**config.mk**
```make
export PLATFORM = sky130hd
export DESIGN_NAME = pipe_stage_reg
export DESIGN_NICKNAME = d
export VERILOG_FILES = /design/src/rtl/pipe_pkg.sv /design/src/rtl/sat_counter.sv /design/src/rtl/pipe_stage_reg.sv
export SDC_FILE = /design/constraint.sdc
export NUM_CORES = 1
export LEC_CHECK = 0
export BUFFER_PORTS_ARGS = -buffer_cell sky130_fd_sc_hd__buf_2
export CAP_MARGIN = 25
export CORE_MARGIN = 2
export CORE_UTILIZATION = 30
export CTS_BUF_LIST = sky130_fd_sc_hd__clkbuf_8
export DETAILED_ROUTE_END_ITERATION = 6
export PLACE_DENSITY_LB_ADDON = 0.05
export SYNTH_ARGS = -nofsm -noshare
export SYNTH_HDL_FRONTEND = slang
export SYNTH_HIERARCHICAL = 1
export SYNTH_SLANG_ARGS = --single-unit
export TNS_END_PERCENT = 20
```
**constraint.sdc**
```tcl
create_clock -name CLK -period 4 [get_ports CLK]
set_input_delay 0.6 -clock CLK [delete_from_list [all_inputs] [get_ports CLK]]
set_output_delay 0.6 -clock CLK [all_outputs]
set_load 0.05 [all_outputs]
```
**src/rtl/pipe_pkg.sv**
```systemverilog
// Shared constants and types for the RV32IM pipeline register slice.
package pipe_pkg;

  localparam int unsigned PC_W       = 32;
  localparam int unsigned INSTR_W    = 32;
  localparam int unsigned DATA_W_DEF = PC_W + INSTR_W;
  localparam int unsigned CNT_W_DEF  = 32;

  // addi x0,x0,0
  localparam logic [31:0] RV32_NOP = 32'h0000_0013;

  // Encoded as {m_valid, s_valid} so occupancy reads straight off the state.
  typedef enum logic [1:0] {
    ST_EMPTY = 2'b00,
    ST_ONE   = 2'b10,
    ST_FULL  = 2'b11
  } stage_state_e;

endpackage

```
**src/rtl/sat_counter.sv**
```systemverilog
// Saturating up-counter with synchronous clear; used for stage perf counters.
module sat_counter #(
  parameter int unsigned CNT_W = 32
) (
  input  logic             CLK,
  input  logic             clr_i,
  input  logic             inc_i,
  output logic [CNT_W-1:0] q_o
);

  logic [CNT_W-1:0] cnt_q;

  // Count up on inc, stick at all-ones, clear has priority.
  always_ff @(posedge CLK) begin
    if (clr_i) begin
      cnt_q <= '0;
    end else if (inc_i && (cnt_q != '1)) begin
      cnt_q <= cnt_q + CNT_W'(1);
    end
  end

  assign q_o = cnt_q;

endmodule

```
**src/rtl/pipe_stage_reg.sv**
```systemverilog
// Elastic pipeline register with a one-entry skid buffer and synchronous flush.
// Optional perf counters (STALL_CNT, FLUSH_CNT) when PIPE_STAGE_PERF_CNT_EN is defined.
module pipe_stage_reg
  import pipe_pkg::*;
#(
  parameter int unsigned       DATA_W      = DATA_W_DEF,
  parameter logic [DATA_W-1:0] BUBBLE_DATA = DATA_W'(RV32_NOP)
`ifdef PIPE_STAGE_PERF_CNT_EN
  ,
  parameter int unsigned       CNT_W       = CNT_W_DEF
`endif
) (
  input  logic              CLK,
  input  logic              RESET,
  input  logic              FLUSH,
  input  logic              IN_VALID,
  output logic              IN_READY,
  input  logic [DATA_W-1:0] IN_DATA,
  output logic              OUT_VALID,
  input  logic              OUT_READY,
  output logic [DATA_W-1:0] OUT_DATA,
  output logic              OUT_BUBBLE
`ifdef PIPE_STAGE_PERF_CNT_EN
  ,
  output logic [CNT_W-1:0]  STALL_CNT,
  output logic [CNT_W-1:0]  FLUSH_CNT
`endif
);

  stage_state_e      state_q, state_d;
  logic [DATA_W-1:0] m_data_q, m_data_d;
  logic [DATA_W-1:0] s_data_q, s_data_d;
  logic              in_ready_q, in_ready_d;
  logic              m_valid;
  logic              acc;
  logic              drn;

  assign m_valid = (state_q != ST_EMPTY);
  assign acc     = IN_VALID & in_ready_q;
  assign drn     = m_valid & OUT_READY;

  // Next-state and datapath selection; flush overrides any accept/drain.
  always_comb begin
    state_d  = state_q;
    m_data_d = m_data_q;
    s_data_d = s_data_q;
    if (FLUSH) begin
      state_d  = ST_EMPTY;
      m_data_d = BUBBLE_DATA;
    end else begin
      case (state_q)
        ST_EMPTY: begin
          if (acc) begin
            m_data_d = IN_DATA;
            state_d  = ST_ONE;
          end
        end
        ST_ONE: begin
          if (acc && drn) begin
            m_data_d = IN_DATA;
          end else if (acc) begin
            s_data_d = IN_DATA;
            state_d  = ST_FULL;
          end else if (drn) begin
            m_data_d = BUBBLE_DATA;
            state_d  = ST_EMPTY;
          end
        end
        ST_FULL: begin
          if (drn) begin
            m_data_d = s_data_q;
            state_d  = ST_ONE;
          end
        end
        default: begin
          state_d  = ST_EMPTY;
          m_data_d = BUBBLE_DATA;
        end
      endcase
    end
    // Ready is precomputed from next occupancy so IN_READY is a flop output.
    in_ready_d = (state_d != ST_FULL);
  end

  // State and payload registers with synchronous reset.
  always_ff @(posedge CLK) begin
    if (RESET) begin
      state_q    <= ST_EMPTY;
      m_data_q   <= BUBBLE_DATA;
      in_ready_q <= 1'b1;
    end else begin
      state_q    <= state_d;
      m_data_q   <= m_data_d;
      s_data_q   <= s_data_d;
      in_ready_q <= in_ready_d;
    end
  end

  assign IN_READY   = in_ready_q;
  assign OUT_VALID  = m_valid;
  assign OUT_BUBBLE = ~m_valid;
  assign OUT_DATA   = m_data_q;

`ifdef PIPE_STAGE_PERF_CNT_EN
  logic stall_inc;
  logic flush_inc;

  // s_valid implies m_valid, so m_valid alone covers any held beat.
  assign stall_inc = m_valid & ~OUT_READY & ~FLUSH;
  assign flush_inc = FLUSH & (m_valid | acc);

  sat_counter #(.CNT_W(CNT_W)) u_stall_cnt (
    .CLK   (CLK),
    .clr_i (RESET),
    .inc_i (stall_inc),
    .q_o   (STALL_CNT)
  );

  sat_counter #(.CNT_W(CNT_W)) u_flush_cnt (
    .CLK   (CLK),
    .clr_i (RESET),
    .inc_i (flush_inc),
    .q_o   (FLUSH_CNT)
  );
`endif

endmodule

```
==> results.json <==
{
  "overflow": 0,
  "slew_headroom_pct": 47.0,
  "yosys.area_share.adder_pct": 0,
  "crit_fanout": 39,
  "rows": 46,
  "die_height_um": 132,
  "critPathMaxStageDelay_ns": 0.61,
  "area_growth_pct": 24.4,
  "worstSetupStartpoint": "state_q[1]$_SDFF_PP0_",
  "post-cts-setup-buffers": 0,
  "synthesis.instances": 322,
  "die_w_um": 132,
  "synth_enable_flop_cells": 64,
  "initial_utilization_pct": 30.8,
  "ctsHoldBuffers": 0,
  "coreArea_mm2": 0.0159,
  "timing_worst_setup_path_type": "flip-flop to flip-flop",
  "cp.arrival_ns": 2.61,
  "critical_path.slowest_cell": "o21a_2",
  "p_total_mw": 2.83,
  "total_leakage_power_nw": 2.33,
  "dp_hpwl_um": 7730,
  "cts_root_buffer": "clkbuf_8",
  "finish.net_count": 517,
  "drc_violations_left": 0,
  "highest_layer": "met4",
  "post_synthesis_register_bit_count": 131,
  "drtAntennaViolNets": 0,
  "synth_area_per_cell_um2": 15.2,
  "fillers": 1572,
  "reg2reg_depth": 5,
  "post_synth_xor_area_fraction_pct": 0,
  "reg2reg_to": "OUT_DATA[24]$_SDFFE_PP0P_",
  "first_iter_violations": 255,
  "detail_route.wl_per_cell_um": 19.0,
  "ys_types": 28,
  "timing.final.crit_share_pct": 55.8,
  "grt_max_degree": 62,
  "routed-wl-met2_um": 5890,
  "drive_above_1_share_pct": 39.9,
  "synth_compound_area_share_pct": 14.3,
  "grt_antenna_before_repair": 1,
  "tightestPinTransition_ns": 0.793,
  "fmaxAchievable_mhz": 448,
  "unrepaired_setup_endpoints_after_global_routing": "false",
  "numPortBuffers": 135,
  "hold_ws_ns": 0.346,
  "route.layer.met1.wl_um": 5910,
  "detailedRoute.firstPassIterationCount": 6,
  "worst_vdd_rail_ir_drop_v": 0.000176,
  "synth-async-reset-ratio_pct": 0,
  "max-clock-path-buffers": 2,
  "post_synth_mux_area_share_pct": 0,
  "viasPerCell": 5.01,
  "netlist_area_mm2": 0.00489,
  "met3_wl_um": 910,
  "fin_crit_ns": 2.23,
  "gpl.final_weighted_congestion": 0.755,
  "worstSetupEndpoint": "OUT_DATA[24]$_SDFFE_PP0P_",
  "cts-resized-gates": 0,
  "cts_made_buffers": 17,
  "cp_cell_sequence": "nor2b_4 > buf_4 > o21a_2 > buf_12 > a221o_1",
  "number_of_global_route_vias_before_repair": 3539,
  "critical_path_cell_count": 5,
  "clk-insertion-delay-late_ns": 0.44,
  "timing.setup.tns_ns": 0,
  "dominantRegCellSynth": "dfxtp_1",
  "fin_skew_ns": 0.00923,
  "end_kind": "flip-flop",
  "r2r_setup_slack_ns": 1.77,
  "design.portCount": 136,
  "clk_transition_reported_paths_ns": 0.08,
  "synthTopCellsByArea": "edfxtp_1 39%, dfxtp_1 27%, a221o_1 12%, nor4b_1 11%, buf_8 1.8%",
  "finalSetupViolCount": 0,
  "regToRegStartpoint": "state_q[1]$_SDFF_PP0_",
  "buffering_stage_count_on_the_worst_path_with_inverters_included": 2,
  "clock_tree.htree_level_count": 4,
  "synthDominantAreaCellType": "edfxtp_1",
  "result_of_the_run": "complete, no violations",
  "mappedNetlistNets": 391,
  "final-hold-violation-count": 0,
  "combinational_family_with_the_most_area_after_synthesis": "compound AO/OA/AOI/OAI gates",
  "yosysWarningCount": 6,
  "postPlaceCellArea_mm2": 0.00568,
  "wirelength_um": 12900,
  "yosys.area_share.simple_pct": 13.3,
  "kind_of_cell_adding_the_most_delay_to_the_critical_path": "compound AO/OA/AOI/OAI gates",
  "via_count": 3395,
  "synth_sequential_area_ratio_pct": 66.8,
  "synth_commonest_cells": "67 x dfxtp_1, 64 x edfxtp_1, 61 x nor4b_1",
  "max_cap_viol_count": 0,
  "design_area_mm2": 0.00608,
  "post-synth-top-area-fraction_pct": 39.3,
  "grt_pass1_wl_um": 20600,
  "drv_slew": 0,
  "tritoncts": "yes",
  "floorplan.die_area_mm2": 0.0173,
  "crit_required_ns": 4.38,
  "critPathLaunchType": "flip-flop",
  "clock_sinks": 131,
  "worstHoldPathType": "input pin to flip-flop",
  "synth_most_common_cell": "dfxtp_1",
  "cellPowerDensity_mw_per_mm2": 466,
  "grtUsageTotal_pct": 15.4
}
## how the worst min path moves through the flow
stage / slack [ns] / from / endpoint / cells past startpoint
global placement: 0.45 / s_data_q[21]$_DFFE_PP_ / OUT_DATA[21]$_SDFFE_PP0P_ / 1
finish: 0.35 / IN_DATA[61] / s_data_q[61]$_DFFE_PP_ / 1
CTS: 0.31 / IN_DATA[61] / s_data_q[61]$_DFFE_PP_ / 1
global route: 0.31 / IN_DATA[56] / s_data_q[56]$_DFFE_PP_ / 1
detailed placement: 0.45 / s_data_q[33]$_DFFE_PP_ / OUT_DATA[33]$_SDFFE_PP0P_ / 1
floorplan: 0.45 / s_data_q[10]$_DFFE_PP_ / OUT_DATA[10]$_SDFFE_PP0P_ / 1
## report_power, final
part           leakage [nW]  switching, mW  internal [mW]
clock network         0.211          0.508          0.637
registers              1.12         0.0136           1.43
logic                 0.993          0.166         0.0799
## per-stage QoR
step / util, % / setup slack, ns / cells
after floorplan: - / 0.752 / 322
after global placement: 35.7 / 1.62 / 645
after detailed placement: 35.7 / 1.60 / 645
after CTS: 38.3 / 1.74 / 677
after global routing: 38.3 / 1.61 / 678
final: 38.3 / 1.77 / 678
## cell type report
class	count	area [µm²]	share of cell area [%]
antenna	1	2.50	0.0412
clock buffer	19	262	4.30
clock inverter	13	141	2.33
inverter	2	7.51	0.123
multi-input combinational	153	1370	22.6
sequential	131	3260	53.7
tap	216	270	4.44
timing repair buffer	143	761	12.5
## sequential cells by signal (all words and copies together) (netlist names)
signal,count
state_q,2
s_data_q,64
OUT_DATA,64
IN_READY,1
## metal layers
metal	up-vias	GRT usage, %
li1	1606	-
met1	1642	20.4
met2	133	23.2
met3	14	5.21
met4	0	5.68
met5	-	0
## cell families (layout without fill, tap and decap cells)
family | count (synthesis) | after routing
other | 0 | 1
AND/OR/NAND/NOR | 80 | 80
AO/OA/AOI/OAI | 73 | 73
buffers and inverters | 38 | 177
flip-flops | 131 | 131
## cell usage in the layout, fill, tap and decap left out, types with 4 or more instances in the layout
master | Yosys | routed
a221o_1 | 60 | 60
nor4b_1 | 61 | 61
buf_4 | 8 | 6
nand3b_1 | 4 | 4
inv_1 | 2 | 4
buf_2 | 14 | 135
edfxtp_1 | 64 | 64
clkbuf_8 | 0 | 19
clkinv_2 | 0 | 5
dfxtp_1 | 67 | 67
Power figures use the tool's default switching activity.
